File: src/rtl/graphics_compositor_pkg.sv
// Shared display definitions for the compositor: default color width,
// test-pattern geometry, flash FSM state type and the bar color lookup.
package DisplayPkg;

    localparam int COLOR_W_DEF  = 24;
    localparam int TP_BAR_W     = 80;
    localparam int TP_SPLIT_ROW = 240;

    typedef enum logic [0:0] {
        IDLE  = 1'b0,
        FLASH = 1'b1
    } flash_state_t;

    // Returns {R,G,B} channel on/off bits of the color-bar test pattern.
    function automatic logic [2:0] tp_rgb(input logic [9:0] row, input logic [9:0] col);
        logic [2:0] rgb;
        logic [9:0] bar;
        rgb = 3'b000;
        bar = col / 10'(TP_BAR_W);
        if (row < 10'(TP_SPLIT_ROW)) begin
            case (bar)
                10'd0:   rgb = 3'b111; // white
                10'd1:   rgb = 3'b110; // yellow
                10'd2:   rgb = 3'b011; // cyan
                10'd3:   rgb = 3'b010; // green
                10'd4:   rgb = 3'b101; // magenta
                10'd5:   rgb = 3'b100; // red
                10'd6:   rgb = 3'b001; // blue
                default: rgb = 3'b000; // black
            endcase
        end
        return rgb;
    endfunction

endpackage

File: src/rtl/graphics_compositor_priority_select.sv
// Combinational highest-set-bit encoder: the highest-index requesting
// layer wins, so priority is strict and ties cannot occur.
module priority_select #(
    parameter int  NUM_LAYERS = 12,
    localparam int IDX_W      = (NUM_LAYERS > 1) ? $clog2(NUM_LAYERS) : 1
) (
    input  logic [NUM_LAYERS-1:0] i_req,
    output logic [IDX_W-1:0]      o_idx,
    output logic                  o_hit
);

    // Ascending scan; later (higher) indices overwrite earlier ones.
    always_comb begin
        o_idx = '0;
        o_hit = 1'b0;
        for (int i = 0; i < NUM_LAYERS; i++) begin
            if (i_req[i]) begin
                o_idx = IDX_W'(i);
                o_hit = 1'b1;
            end
        end
    end

endmodule

File: src/rtl/graphics_compositor.sv
// Two-stage pixel compositor: frame-synchronous layer enables, priority
// selection, multi-frame flash of one layer and a color-bar test pattern.
module graphics_compositor
    import DisplayPkg::*;
#(
    parameter int NUM_LAYERS   = 12,
    parameter int COLOR_W      = COLOR_W_DEF,
    parameter int FLASH_LAYER  = 0,
    parameter int FLASH_FRAMES = 30
) (
    input  logic                               clk,
    input  logic                               rst,
    input  logic [9:0]                         VGA_row,
    input  logic [9:0]                         VGA_col,
    input  logic [NUM_LAYERS-1:0][COLOR_W-1:0] layer_color,
    input  logic [NUM_LAYERS-1:0]              layer_active,
    input  logic [NUM_LAYERS-1:0]              layer_enable_req,
    input  logic [COLOR_W-1:0]                 bg_color,
    input  logic [COLOR_W-1:0]                 flash_color,
    input  logic                               flash_trigger,
    input  logic                               testpattern_active,
    output logic [COLOR_W-1:0]                 output_color,
    output logic [9:0]                         out_row,
    output logic [9:0]                         out_col,
    output logic                               frame_start,
    output logic                               flash_busy
);

    localparam int IDX_W = (NUM_LAYERS > 1) ? $clog2(NUM_LAYERS) : 1;
    localparam int CH_W  = COLOR_W / 3;

    logic [NUM_LAYERS-1:0] r_enable_mask;
    logic                  r_frame_start;
    flash_state_t          r_flash_state;
    logic [7:0]            r_flash_cnt;

    logic                  r_s1_valid;
    logic [9:0]            r_s1_row;
    logic [9:0]            r_s1_col;
    logic                  r_s1_hit;
    logic                  r_s1_is_flash_layer;
    logic [COLOR_W-1:0]    r_s1_color;

    logic [COLOR_W-1:0]    r_out_color;
    logic [9:0]            r_out_row;
    logic [9:0]            r_out_col;

    logic                  w_at_origin;
    logic [NUM_LAYERS-1:0] w_mask_now;
    logic [NUM_LAYERS-1:0] w_candidates;
    logic [IDX_W-1:0]      w_win_idx;
    logic                  w_hit;
    logic [COLOR_W-1:0]    w_win_color;
    logic [2:0]            w_tp_rgb;
    logic [COLOR_W-1:0]    w_tp_color;
    logic [COLOR_W-1:0]    w_s2_color;

    // The newly requested mask already governs pixel (0,0) itself.
    assign w_at_origin  = (VGA_row == 10'd0) && (VGA_col == 10'd0);
    assign w_mask_now   = w_at_origin ? layer_enable_req : r_enable_mask;
    assign w_candidates = layer_active & w_mask_now;

    priority_select #(.NUM_LAYERS(NUM_LAYERS)) u_priority_select (
        .i_req (w_candidates),
        .o_idx (w_win_idx),
        .o_hit (w_hit)
    );

    assign w_win_color = layer_color[w_win_idx];

    // Latch the enable mask only at frame start to avoid tearing mid-frame.
    always_ff @(posedge clk) begin
        if (rst) begin
            r_enable_mask <= '0;
            r_frame_start <= 1'b0;
        end else begin
            r_frame_start <= w_at_origin;
            if (w_at_origin)
                r_enable_mask <= layer_enable_req;
        end
    end

    // Flash timer: trigger always (re)loads; frame boundaries count down.
    always_ff @(posedge clk) begin
        if (rst) begin
            r_flash_state <= IDLE;
            r_flash_cnt   <= 8'd0;
        end else if (flash_trigger) begin
            r_flash_state <= FLASH;
            r_flash_cnt   <= 8'(FLASH_FRAMES);
        end else if ((r_flash_state == FLASH) && w_at_origin) begin
            if (r_flash_cnt <= 8'd1) begin
                r_flash_cnt   <= 8'd0;
                r_flash_state <= IDLE;
            end else begin
                r_flash_cnt <= r_flash_cnt - 8'd1;
            end
        end
    end

    // Stage 1: register coordinates and the resolved winner of this pixel.
    always_ff @(posedge clk) begin
        if (rst) begin
            r_s1_valid          <= 1'b0;
            r_s1_row            <= 10'd0;
            r_s1_col            <= 10'd0;
            r_s1_hit            <= 1'b0;
            r_s1_is_flash_layer <= 1'b0;
            r_s1_color          <= '0;
        end else begin
            r_s1_valid          <= 1'b1;
            r_s1_row            <= VGA_row;
            r_s1_col            <= VGA_col;
            r_s1_hit            <= w_hit;
            r_s1_is_flash_layer <= (w_win_idx == IDX_W'(FLASH_LAYER));
            r_s1_color          <= w_win_color;
        end
    end

    assign w_tp_rgb   = tp_rgb(r_s1_row, r_s1_col);
    assign w_tp_color = {{CH_W{w_tp_rgb[2]}}, {CH_W{w_tp_rgb[1]}}, {CH_W{w_tp_rgb[0]}}};

    // Stage-2 color select; a flushed stage 1 yields black.
    always_comb begin
        w_s2_color = '0;
        if (!r_s1_valid)
            w_s2_color = '0;
        else if (testpattern_active)
            w_s2_color = w_tp_color;
        else if (r_s1_hit)
            w_s2_color = (r_s1_is_flash_layer && (r_flash_state == FLASH)) ? flash_color : r_s1_color;
        else
            w_s2_color = bg_color;
    end

    // Stage 2: output registers aligned with the delayed coordinates.
    always_ff @(posedge clk) begin
        if (rst) begin
            r_out_color <= '0;
            r_out_row   <= 10'd0;
            r_out_col   <= 10'd0;
        end else begin
            r_out_color <= w_s2_color;
            r_out_row   <= r_s1_row;
            r_out_col   <= r_s1_col;
        end
    end

    assign output_color = r_out_color;
    assign out_row      = r_out_row;
    assign out_col      = r_out_col;
    assign frame_start  = r_frame_start;
    assign flash_busy   = (r_flash_state == FLASH);

endmodule

File: config.mk
export PLATFORM = sky130hd
export DESIGN_NAME = graphics_compositor
export DESIGN_NICKNAME = d
export VERILOG_FILES = /design/src/rtl/graphics_compositor_pkg.sv /design/src/rtl/graphics_compositor_priority_select.sv /design/src/rtl/graphics_compositor.sv
export SDC_FILE = /design/constraint.sdc
export NUM_CORES = 1
export LEC_CHECK = 0
export ABC_AREA = 1
export ABC_CLOCK_PERIOD_IN_PS = 2400
export BUFFER_PORTS_ARGS = -buffer_cell sky130_fd_sc_hd__buf_2
export CORE_AREA = 2 2 166 168
export CTS_BUF_LIST = sky130_fd_sc_hd__clkbuf_4
export DETAILED_ROUTE_END_ITERATION = 8
export DIE_AREA = 0 0 168 170
export GPL_TIMING_DRIVEN = 0
export HOLD_SLACK_MARGIN = 0.12
export PLACE_DENSITY = 0.63
export SYNTH_ARGS = -nofsm -noshare
export SYNTH_HDL_FRONTEND = slang
export SYNTH_SLANG_ARGS = --single-unit
File: constraint.sdc
create_clock -name clk -period 2.4 [get_ports clk]
set_input_delay 0 -clock clk [delete_from_list [all_inputs] [get_ports clk]]
set_output_delay 0 -clock clk [all_outputs]
set_load 0.005 [all_outputs]
== Word-level counts from Yosys, hierarchy flattened ==
Cells that the tools add are included.

* Register bits: 113
* Bits in latches: 0
* RAM bits: 0
* Bits in read-only memories: 0
* Input bits: 384
* Logic and storage cells: 77
* Memories kept: 0

* Add/subtract/negate cells: 1
* Multipliers: 0
* Divide/modulo/power cells: 1
* Magnitude comparators: 3
* Equal/unequal tests: 6
* Shift-type cells: 0
* Mux-type cells: 38
* Bitwise gates (word level): 2
* Reductions and logical operators: 12

{| class="wikitable"
|+ Operators with widths
! operator !! number
|-
| 24-bit binary-select mux with 4-bit select || 1
|-
| 24-bit two-way mux || 4
|-
| 10-bit by 3-bit == test with 1-bit output (second input constant) || 3
|-
| 10-bit zero test || 3
|-
| 3-bit one-hot mux with 7 select lines || 1
|-
| 10-bit by 2-bit == test with 1-bit output (second input constant) || 2
|-
| 1-bit two-way mux || 17
|-
| 4-bit two-way mux || 4
|-
| 3-bit two-way mux || 5
|-
| 12-bit bitwise AND || 1
|-
| 12-bit two-way mux || 1
|-
| 10-bit by 7-bit divider with 10-bit output (second input constant) || 1
|-
| 10-bit by 1-bit == test with 1-bit output (second input constant) || 1
|-
| 10-bit by 8-bit < comparator with 1-bit output (second input constant) || 1
|-
| 5-bit two-way mux || 2
|-
| 8-bit by 1-bit <= comparator with 1-bit output (second input constant) || 1
|-
| 8-bit two-way mux || 1
|-
| 8-bit by 1-bit subtractor with 8-bit output (second input constant) || 1
|-
| 4-bit by 5-bit < comparator with 1-bit output (second input constant) || 1
|-
| 4-bit zero test || 1
|-
| 2-bit two-way mux || 2
|-
| 2-bit nonzero test || 2
|-
| 2-bit OR reduction || 2
|-
| 1-bit logical AND || 3
|-
| other kinds (2) || 2
|}

== Longest topological paths before layout ==
Gate-level depths: netlist of run 1.

* Depth after elaboration: 17
* Depth in mapped cells: 26

== Cells and area by module ==
A second synthesis of run 1 with hierarchy kept.

* Cells, all modules: 1,075
* Area, all modules: 6,792.8 sq um

{| class="wikitable"
|+ Modules (own cells, without submodules)
! module !! times used !! cells each !! area each (sq um) !! seq. area each (sq um)
|-
| graphics_compositor || 1 || 1,042 || 6,660.1 || 2,262.2
|-
| priority_select || 1 || 33 || 132.6 || 0.0
|}

== Worst setup path after synthesis of run 1 ==
Ideal clock, no wire load.

* Path type: in2reg
* Start: input port VGA_col[7]
* End: register r_s1_color[4]
* Library setup time: 0.111 ns
* Arrival: 1.925 ns
* Required time: 2.289 ns
* Path slack: 0.365 ns
* Stages: 23
* Buffers on the path: 3
* Cells stage by stage: nor2_1 nand2_1 nor2_2 nand3_4 buf_6 o211ai_2 nand2_1 nand2_1 nand2_1 nand2_1 nand2_1 nand2_1 nand2_1 nand2_4 buf_4 buf_2 nand3b_1 nand3_1 nand2_1 nand2_1 nand3_1 nand2_1 inv_1

* Longest elaborated chain between the ends: 17

{| class="wikitable"
|+ RTL lines
! what !! line !! RTL
|-
| start, declared || graphics_compositor.sv:14 || <nowiki>input logic [9:0] VGA_col,</nowiki>
|-
| 10-bit zero test * || graphics_compositor.sv:59 || <nowiki>assign w_at_origin = (VGA_row == 10'd0) && (VGA_col == 10'd0);</nowiki>
|-
| 1-bit logical AND * || graphics_compositor.sv:59 ||
|-
| 12-bit two-way mux * || -- ||
|-
| 12-bit bitwise AND * || graphics_compositor.sv:61 || <nowiki>assign w_candidates = layer_active & w_mask_now;</nowiki>
|-
| 1-bit two-way mux || graphics_compositor_priority_select.sv:17 || <nowiki>if (i_req[i]) begin</nowiki>
|-
| 2-bit two-way mux (2 in a row) || graphics_compositor_priority_select.sv:17 ||
|-
| 3-bit two-way mux (4 in a row) || graphics_compositor_priority_select.sv:17 ||
|-
| 4-bit two-way mux (3 in a row) || graphics_compositor_priority_select.sv:17 ||
|-
| 4-bit two-way mux * || graphics_compositor_priority_select.sv:17 ||
|-
| 24-bit binary-select mux with 4-bit select * || graphics_compositor.sv:69 || <nowiki>assign w_win_color = layer_color[w_win_idx];</nowiki>
|-
| 24-bit two-way mux (not written as such) * || graphics_compositor.sv:69 ||
|-
| end signal, assigned || graphics_compositor.sv:116 || <nowiki>r_s1_color <= w_win_color;</nowiki>
|-
| end, declared || graphics_compositor.sv:42 || <nowiki>logic [COLOR_W-1:0] r_s1_color;</nowiki>
|}

Mark *: on every way between the ends. The rest lies on a longest branch, timed or not. The select of a mux whose other input is x is not followed.
A chain may end at the register's enable or synchronous reset.

== Worst setup path after layout of run 1 ==
* Start: register r_enable_mask[1]
* End: register r_s1_color[0]

* Longest elaborated chain between the ends: 15

{| class="wikitable"
|+ RTL lines
! what !! line !! RTL
|-
| start, declared || graphics_compositor.sv:32 || <nowiki>logic [NUM_LAYERS-1:0] r_enable_mask;</nowiki>
|-
| start signal, assigned || graphics_compositor.sv:79 || <nowiki>r_enable_mask <= layer_enable_req;</nowiki>
|-
| 12-bit two-way mux || -- ||
|-
| 12-bit bitwise AND || graphics_compositor.sv:61 ||
|-
| 1-bit two-way mux || graphics_compositor_priority_select.sv:17 ||
|-
| 2-bit two-way mux (2 in a row) || graphics_compositor_priority_select.sv:17 ||
|-
| 3-bit two-way mux (4 in a row) || graphics_compositor_priority_select.sv:17 ||
|-
| 4-bit two-way mux (4 in a row) || graphics_compositor_priority_select.sv:17 ||
|-
| 24-bit binary-select mux with 4-bit select || graphics_compositor.sv:69 ||
|-
| 24-bit two-way mux (not written as such) || graphics_compositor.sv:69 ||
|}

Every way passes these cells. The select of a mux whose other input is x is not followed.

==> impl_metrics.tcl, run 1 <==
set metrics [dict create \
    ant_nets 0 \
    grt_pass1_wl_um 63810 \
    rsz0062_at_grt "yes" \
    vias_per_cell 4.934 \
    synthDistinctLibCells 40 \
    initial_core_util_pct 31.62 \
    wl_per_cell_um 17.32 \
    cts_sinks 113 \
    clk_latency_ns 0.51 \
    power.internal_mw 3.615 \
    clock_path_buffers 2 \
    fill_cells 2506 \
    cts_root_buf "clkbuf_4" \
    coreArea_um2 26650 \
    cp_max_fo 7 \
    layout_setup_ws_ns 0.04684 \
    synthFlopType "dfxtp_1" \
    finClkSkew_ns 0.01572 \
    ys_top_cells_by_area "dfxtp_1, nand2_1, nand3_1, inv_1, nand3b_1" \
    hold_viol 0 \
    yosysTopAreaCell "dfxtp_1" \
    p_seq_share_pct 39.6 \
    p_per_area_nw_per_um2 327.5 \
    dpl_worst_slack_ns -0.6342 \
    slew_violations 0 \
    synthesis.instances 1491 \
    tritoncts "yes" \
    grt_pass1_vias 12250 \
    clk_pin_slew_ns 0.11 \
    grtUsageTotal_pct 28.85 \
    cts_buffers 17 \
    clkPwrFrac_pct 33.6 \
    first_pass_iters 8 \
    yosys_register_bits 113 \
    tightestPinTransition_ns 0.5945 \
    grt_overflow_total 0 \
    required_ns 2.80 \
    multi_input_area_um2 4969 \
    vdd_drop_max_v 0.0002528 \
    vias 12860 \
    register_area_um2 2263 \
    drc 0 \
    start_kind "flip-flop" \
    fin_crit_sh_pct 98.05 \
    syn_area_per_cell_um2 5.651 \
    grt_max_degree 17 \
    yosys_warnings 0 \
    drt_iter0_markers 850 \
    die-height_um 170 \
    yosysTopAreaCellShare_pct 26.85 \
    nets 2630 \
    num_rows 60 \
    io_buffer_count 428 \
    place_congestion 0.9761 \
    h-tree-depth 4 \
    max_freq_ghz 0.4250 \
    swShare_pct 27.78 \
    period_minus_slack_ns 2.353 \
    status "finished clean" \
    power_leakage_nw 8.539 \
    synth_edf_count 0 \
    maxCapViolations 0 \
    finalSetupViolCount 0 \
    layout-drive-gt1-share_pct 30.75 \
    hold_path_class "primary input to flip-flop" \
    yosysSeqAreaShare_pct 26.85 \
    holdWs_ns 0.09336 \
    cp.arrival_ns 2.76 \
    pin_count 430 \
    fp.dieArea_um2 28560 \
    die_x_um 168 \
    criticalPathCategory "flip-flop to flip-flop" \
    antenna_found_initial 6 \
    switching_power_mw 1.390 \
    hpwlAfterDp_um 32740 \
    synth_nets 1877 \
    power_frac_comb_pct 26.9 \
    utilization_pct 57.35 \
    relSlewSlack_pct 60.36 \
    syn_area_um2 8426 \
    critPathCaptureType "flip-flop" \
    ys_async_sr_fraction_pct 0 \
    drt-total-wl_um 45140 \
    area_growth_pct 81.39 \
]
-- power by group through the flow --
stage	sequential (mW)	combinational [mW]	clock (mW)
finish	1.98	1.34	1.68
global route	1.99	1.45	1.79
CTS	1.98	1.23	1.70
detailed placement	2.02	0.917	0
global placement	2.02	0.917	0
floorplan	2.02	0.392	0
-- synth_stat cells (3+ instances only) --
master    number
nand2_1      407
inv_1        338
nand3_1      296
dfxtp_1      113
nor2_1        77
nand3b_1      48
clkbuf_1      39
a21oi_1       34
buf_2         28
o211ai_1      24
buf_1          9
buf_4          8
o21ai_0        7
o21ai_1        7
or2_2          6
buf_6          5
inv_2          5
nor3_1         5
nor2_2         4
nand2_2        3
nand4_1        3
-- cell usage in the layout (no fill, tap or decap), types with 6 or more instances in the layout --
cell           instances
dfxtp_1              112
clkbuf_4              32
inv_1                335
buf_6                 19
o21ai_1                6
a21oi_1               34
o211ai_1              24
nand2_1              340
nand2_2               68
or2_2                  6
o21ai_0                6
inv_2                  7
nand3b_1              48
nand3_2               49
dlygate4sd3_1        289
clkbuf_1              20
nor2_1                76
clkbuf_2              12
clkbuf_16              6
nand3_1              244
diode_2                8
buf_12                 6
buf_4                 14
buf_2                433
-- kinds of logic (layout without fill, tap and decap cells) --
logic type	after synthesis	count (layout)	share of synthesized area, %
buf+inv	433	1197	20.51
xor+xnor	3	3	0.3119
other cells	0	8	0
compound gates	83	83	6.177
mux	1	1	0.1188
simple gates	856	858	45.74
flops	113	113	26.85
fa+ha+maj	2	2	0.2970
-- what timing repair did --
action / in CTS / in global routing
hold buffers: 259 / 30
setup buffers: 5 / 6
resized for setup: 43 / 210
gates cloned: 1 / 7
endpoints found under the hold margin: 96 / 16
pin swaps: 3 / 29
setup endpoints to repair: 24 / 48
-- worst max-delay path: stages (launching register included) --
cell       delay (ns)
dfxtp_2          0.34
inv_2            0.03
nand2_2          0.06
nand2_2          0.07
nor2_4           0.13
nand2_1          0.06
nand2_1          0.05
nand2_1          0.04
nand2_1          0.06
nand2_1          0.05
nand2_1          0.07
nand2_2          0.06
nand2_4          0.11
nand2_8          0.11
nand2_8          0.15
buf_12           0.15
clkbuf_16        0.16
nand2_2          0.04
nand3_1          0.06
nand2_1          0.08
nand2_1          0.08
nand3_2          0.13
nand2_1          0.08
inv_1            0.05
-- layout make-up --
class	instances	area share (%)
buffer	87	4.314
antenna	8	0.1310
clock buffer	17	0.8350
clock inverter	15	1.408
sequential	113	14.81
multi-input combinational	947	32.51
timing repair buffer	734	34.74
tap	341	2.792
inverter	344	8.465
-- through the flow --
stage | power, mW | instance area, um^2 | cells | setup TNS, ns
after global routing | 5.227 | 15280 | 2603 | -1.254
after floorplan | 2.416 | 8426 | 1491 | 0
after detailed placement | 2.940 | 10990 | 2260 | -13.69
after global placement | 2.938 | 10990 | 2260 | -13.24
final | 5.005 | 15280 | 2606 | 0
after CTS | 4.909 | 14110 | 2556 | -0.002177
-- routing by layer --
| metal | track usage, % | share of wire (%) | vias up |
|---|---|---|---|
| met3 | 3.674 | 6.1 | 156 |
| met5 | 0 | 0 | - |
| met1 | 32.93 | 39 | 5891 |
| met4 | 12.40 | 4.4 | 0 |
| met2 | 53.93 | 51 | 738 |
| li1 | - | - | 6072 |
-- flip-flops by register name, indices dropped and copies added, names as in the netlist, 8 cells and up --
register       cells
r_flash_cnt        8
output_color      24
r_enable_mask     12
out_col           10
r_s1_color        24
out_row           10
r_s1_row          10
r_s1_col          10
-- worst paths after layout --
| check | slack [ns] | to | cells after the start | from |
|---|---|---|---|---|
| worst max-delay path | 0.05 | r_s1_color[0] | 23 | r_enable_mask[1] |
| worst min-delay path | 0.09 | r_s1_color[20] | 9 | layer_color[284] |
| worst max register to register | 0.05 | r_s1_color[0] | 23 | r_enable_mask[1] |
| worst min register to register | 0.41 | out_col[1] | 2 | r_s1_col[1] |
No activity file was read; power rests on OpenSTA's default activity.
==> run 2: changes to the inputs <==
==> constraint.sdc (replaced) <==
create_clock -name clk -period 2.4 [get_ports clk]
set_input_delay 0.48 -clock clk [delete_from_list [all_inputs] [get_ports clk]]
set_output_delay 0.48 -clock clk [all_outputs]
set_load 0.005 [all_outputs]
==> run 2 against run 1 <==
The flow now finishes with violations (negative setup slack). First-iteration DRC count down 25%. Flip-flop and latch count unchanged. Maximum frequency down 8.2%. Die area unchanged. Clock power down 14%. Critical path type is now primary input to flip-flop.
==> impl_metrics.tcl, run 2 (synthesis gave the netlist of run 1 again) <==
set metrics [dict create \
    status "complete, but fails checks" \
    violations "negative setup slack" \
    grt_max_degree 17 \
    r2r_start "r_enable_mask[6]" \
    total_power_mw 4.414 \
    nets 2360 \
    cts_buffers 17 \
    grt_pass1_vias 10750 \
    period_minus_slack_ns 2.564 \
    cp_max_fo 8 \
    vias_per_cell 4.805 \
    initial_core_util_pct 31.62 \
    cpPeakStageDelay_ns 0.18 \
    p_per_area_nw_per_um2 344.8 \
    criticalPathCategory "primary input to flip-flop" \
    hold_viol 0 \
    cp.arrival_ns 3.03 \
    slew_violations 0 \
    pin_count 430 \
    critical-path-top-delay-family "simple AND/OR/NAND/NOR gates" \
    cts_sinks 113 \
    final_cell_mix "buf_2, inv_1, nand2_1, nand3_1, dfxtp_1" \
    crit_top_cell "nand2_1" \
    die_x_um 168 \
    coreArea_um2 26650 \
    vdd_drop_max_v 0.0002354 \
    rsz0062_at_grt "yes" \
    cts_root_buf "clkbuf_4" \
    drt_iter0_markers 641 \
    tightestPinTransition_ns 0.5747 \
    drt-total-wl_um 39770 \
    drc 0 \
    wl_per_cell_um 17.06 \
    fp.dieArea_um2 28560 \
    io_buffer_count 428 \
    grt_overflow_total 0 \
    maxCapViolations 0 \
    timing.rr.end "r_s1_color[0]" \
    grt_pass1_wl_um 56700 \
    num_rows 60 \
    layout_commonest_cell "buf_2" \
    layout_setup_ws_ns -0.1639 \
    required_ns 2.87 \
    first_pass_iters 6 \
    reg2reg_depth 19 \
    clock_path_buffers 2 \
    tritoncts "yes" \
    ant_nets 0 \
    reg2reg_slack_ns 0.04 \
    clk_pin_slew_ns 0.11 \
    crit_start "VGA_col[9]" \
    slowest_stage "buf_8" \
    area_growth_pct 51.95 \
    critPathBufInv 5 \
    whs_path_depth 3 \
    hold_path_class "primary input to flip-flop" \
    start_kind "primary input" \
    h-tree-depth 4 \
    relSlewSlack_pct 61.69 \
    finalSetupViolCount 24 \
    hpwlAfterDp_um 32130 \
    antenna_found_initial 5 \
    path_depth 25 \
    final_cell_count_no_fill 2331 \
    placed_cells 2260 \
    max_freq_ghz 0.3900 \
    finClkSkew_ns 0.01432 \
    clk_latency_ns 0.53 \
    fin_crit_sh_pct 106.8 \
    layout-drive-gt1-share_pct 36.66 \
    vias 11200 \
    power_leakage_nw 7.497 \
    die-height_um 170 \
    place_congestion 0.9515 \
    crit_end "r_s1_color[0]" \
    grtUsageTotal_pct 26.00 \
    critPathCaptureType "flip-flop" \
]
-- run 2: cell types whose count changed in the layout (fill, tap and decap cells not counted), moves of 6 or more --
cell           before  now
buf_8               4   13
nand2_4             4   12
nand3_1           244  236
nor2_1             76   68
buf_2             433  427
buf_4              14   34
dlygate4sd3_1     289    1
nor2_4              3   10
nand2_1           340  332
nand3_2            49   55
-- run 2: worst min path at each step --
| stage | slack [ns] | to | start |
|---|---|---|---|
| 2_1_floorplan | 0.39 | out_col[0] | r_s1_col[0] |
| 3_3_place_gp | 0.39 | out_row[2] | r_s1_row[2] |
| 3_5_place_dp | 0.40 | out_row[1] | r_s1_row[1] |
| 4_1_cts | 0.12 | r_s1_row[6] | VGA_row[6] |
| 5_1_grt | 0.12 | r_s1_col[2] | VGA_col[2] |
| 6_report | 0.15 | r_s1_row[6] | VGA_row[6] |
-- run 2: stage by stage --
stage               TNS [ns]  area (um^2)  hold WS, ns  setup slack [ns]  utilization, %
detailed placement    -25.68        11070       0.3963            -1.065           41.55
CTS                   -2.166        12000       0.1214           -0.1419           45.02
floorplan             -1.041         8504       0.3883          -0.04644               -
global route          -6.089        12800       0.1237           -0.3018           48.04
finish                -2.944        12800       0.1499           -0.1639           48.04
global placement      -24.66        11070       0.3891            -1.015           41.55
-- run 2: area by class of cell --
type,count,area [um^2]
fillers,2845,13850
multi-input cells,947,5179
repair buffers,463,2661
flip-flops and latches,113,2262
inverters,344,1296
plain buffers,88,671.9
well taps,341,426.7
clock inverters,14,167.7
clock buffers,17,127.6
diodes,4,10.01
-- run 2: what timing repair did --
| item | in CTS | in global routing |
|---|---|---|
| hold endpoints to repair | 1 | 0 |
| gates resized for setup | 103 | 155 |
| pin swaps | 13 | 50 |
| setup endpoints to repair | 29 | 42 |
| hold buffers | 1 | 0 |
| buffers inserted | 21 | 5 |
| cloned | 4 | 7 |
-- run 2: layer usage --
metal / wire length (um) / track usage (%)
met1: 16150 / 31.06
met4: 1624 / 11.87
met5: 0 / 0
met3: 2277 / 3.163
met2: 19720 / 46.66
-- run 2: worst register-to-register path: cells and delay by family (launching register included) --
kind	cells	cell delay, ns
compound gates	1	0.07
simple gates	14	1.47
buf+inv	4	0.42
flops	1	0.31
-- run 2: report_power, final --
group          internal [mW]  leakage [nW]  switching, mW
Clock                  0.711         0.143          0.733
Sequential              1.95         0.931         0.0241
Combinational          0.462          6.42          0.530
Total                   3.13          7.50           1.29
==> run 3: changes to the inputs <==
Settings changed: CORE_AREA 2 2 166 168 to 2 2 168 170, CTS_BUF_LIST sky130_fd_sc_hd__clkbuf_4 to unset, DIE_AREA 0 0 168 170 to 0 0 170 172, GPL_TIMING_DRIVEN 0 to 1, PLACE_DENSITY 0.63 to 0.62.
==> run 3 against run 2 <==
Sequential power hardly changed. Non-clock buffer count is 6 lower. Largest cell class unchanged. Routed wire length is 6.6% higher. Flip-flop and latch count stayed put. Via count is 2.1% higher. The run still ends with negative setup slack left. Critical path depth is 1 lower. Setup slack worse by 0.068 ns. Utilization is 2.5 points higher. Combinational power is 0.6% higher. Die area is 2.4% higher. Clock skew is 0.0026 ns lower. Critical path type unchanged. Maximum frequency is 2.6% lower.
==> impl_metrics.tcl, run 3 (synthesis gave the netlist of run 1 again) <==
set metrics [dict create \
    status "complete, but fails checks" \
    violations "negative setup slack" \
    pin_count 430 \
    rsz0062_at_grt "yes" \
    tritoncts "yes" \
    final_cell_mix "buf_2, inv_1, nand2_1, nand3_1, dfxtp_1" \
    drt-total-wl_um 42400 \
    cts_buffers 17 \
    fin_crit_sh_pct 109.7 \
    max_freq_ghz 0.3800 \
    ant_nets 0 \
    clk_pin_slew_ns 0.06 \
    period_minus_slack_ns 2.632 \
    hold_buffers 0 \
    hold_viol 0 \
    nets 2354 \
    p_per_area_nw_per_um2 392.1 \
    holdWs_ns 0.2587 \
    vias 11430 \
    fill_cells 2815 \
    first_pass_iters 6 \
    cts_sinks 113 \
    path_cells "buf_8 -> nor2_4 -> nand2_2 -> nor2_4 -> nand3_4 -> buf_12 -> nand2_4 -> nand3_2 -> buf_4 -> buf_4 -> nand2_1 -> a21oi_2 -> nor2_2 -> nor2_4 -> buf_12 -> buf_6 -> buf_12 -> buf_16 -> nand3_1 -> nand2_2 -> nand2_2 -> nand3_2 -> nand2_1 -> inv_1" \
    grt_pass1_vias 10670 \
    initial_core_util_pct 30.66 \
    hpwlAfterDp_um 29490 \
    die_x_um 170 \
    criticalPathCategory "primary input to flip-flop" \
    relSlewSlack_pct 48.03 \
    die-height_um 172 \
    topRoutingLayerUsed "met5" \
    cpPeakStageDelay_ns 0.17 \
    slew_violations 0 \
    tns_ns -4.268 \
    slowest_stage "buf_12" \
    hold_path_class "primary input to flip-flop" \
    cp_max_fo 6 \
    grtUsageTotal_pct 26.68 \
    drt_iter0_markers 850 \
    finalSetupViolCount 24 \
    place_congestion 0.9120 \
    area_growth_pct 64.78 \
    fp.dieArea_um2 29240 \
    coreArea_um2 27480 \
    vdd_drop_max_v 0.0003303 \
    met3_length_um 2767 \
    h-tree-depth 4 \
    grt_pass1_wl_um 58910 \
    antenna_found_initial 2 \
    tightestPinTransition_ns 0.7787 \
    reg2reg_slack_ns 0.12 \
    layout_commonest_cell "buf_2" \
    cts_root_buf "clkbuf_16" \
    critPathCaptureType "flip-flop" \
    layout_setup_ws_ns -0.2318 \
    cp.arrival_ns 2.95 \
    io_buffer_count 429 \
    wl_per_cell_um 18.21 \
    start_kind "primary input" \
    layout-drive-gt1-share_pct 40.13 \
    power_leakage_nw 8.001 \
    clk_latency_ns 0.43 \
    wl_met1_um 16430 \
    vias_per_cell 4.911 \
    route.met2.wl_um 21530 \
    finClkSkew_ns 0.01177 \
    required_ns 2.72 \
    grt_max_degree 61 \
    num_rows 61 \
    maxCapViolations 0 \
    clock_path_buffers 2 \
    drc 0 \
    grt_overflow_total 0 \
]
[run 3: cell count changes in the layout (fill, tap and decap cells not counted), sizes merged, moves of 2 or more]
| cell | delta |
|---|---|
| clkbuf | -38 |
| buf | +34 |
| inv | +7 |
| clkinvlp | -5 |
| diode | -3 |
| bufinv | -2 |
[run 3: final timing paths]
check,from,to,depth (start not counted)
worst max-delay path,VGA_col[0],r_s1_color[21],24
worst min-delay path,VGA_col[9],r_s1_col[9],3
worst max register to register,r_enable_mask[8],r_s1_color[21],17
worst min register to register,r_s1_col[1],out_col[1],2
[run 3: critical path: cells and delay by family]
kind	cells	cell delay [ns]
buf+inv	9	1.10
compound gates	1	0.07
simple gates	14	1.29
[run 3: layer usage]
| layer | track usage [%] | vias to the layer above |
|---|---|---|
| met5 | 0 | - |
| met4 | 9.402 | 2 |
| met3 | 3.365 | 101 |
| met2 | 50.75 | 562 |
| met1 | 30.60 | 5246 |
| li1 | - | 5521 |
[run 3: metrics by stage]
| stage | power (mW) | cell area [um^2] | setup slack [ns] | instances | util [%] |
|---|---|---|---|---|---|
| global route | 5.655 | 13880 | -0.4049 | 2328 | 50.53 |
| finish | 5.443 | 13880 | -0.2318 | 2328 | 50.53 |
| detailed placement | 2.950 | 11230 | -0.8371 | 2238 | 40.87 |
| global placement | 2.949 | 11230 | -0.8165 | 2238 | 40.87 |
| floorplan | 2.417 | 8504 | -0.04644 | 1491 | - |
| CTS | 5.436 | 13110 | -0.1896 | 2313 | 47.73 |
[run 3: power by group]
part           internal [mW]  total, mW  switching (mW)
clock                   1.45       2.45            1.00
sequential              1.96       1.99          0.0344
combinational          0.475      0.998           0.523
[run 3: layout make-up]
type,instances,area [um^2],share of cell area (%)
repair buffers,545,4036,29.07
inverters,344,1306,9.409
flip-flops and latches,113,2262,16.29
diodes,1,2.502,0.01802
clock buffers,17,425.4,3.064
multi-input cells,947,5270,37.96
clock inverters,15,147.6,1.063
well taps,346,432.9,3.118
[run 3: timing repair]
item | 4_1_cts | 5_1_grt
cloned | 18 | 13
resized for setup | 161 | 127
setup buffers | 25 | 4
pin swaps | 25 | 46
endpoints found under the hold margin | 0 | 0
setup endpoints to repair | 25 | 42
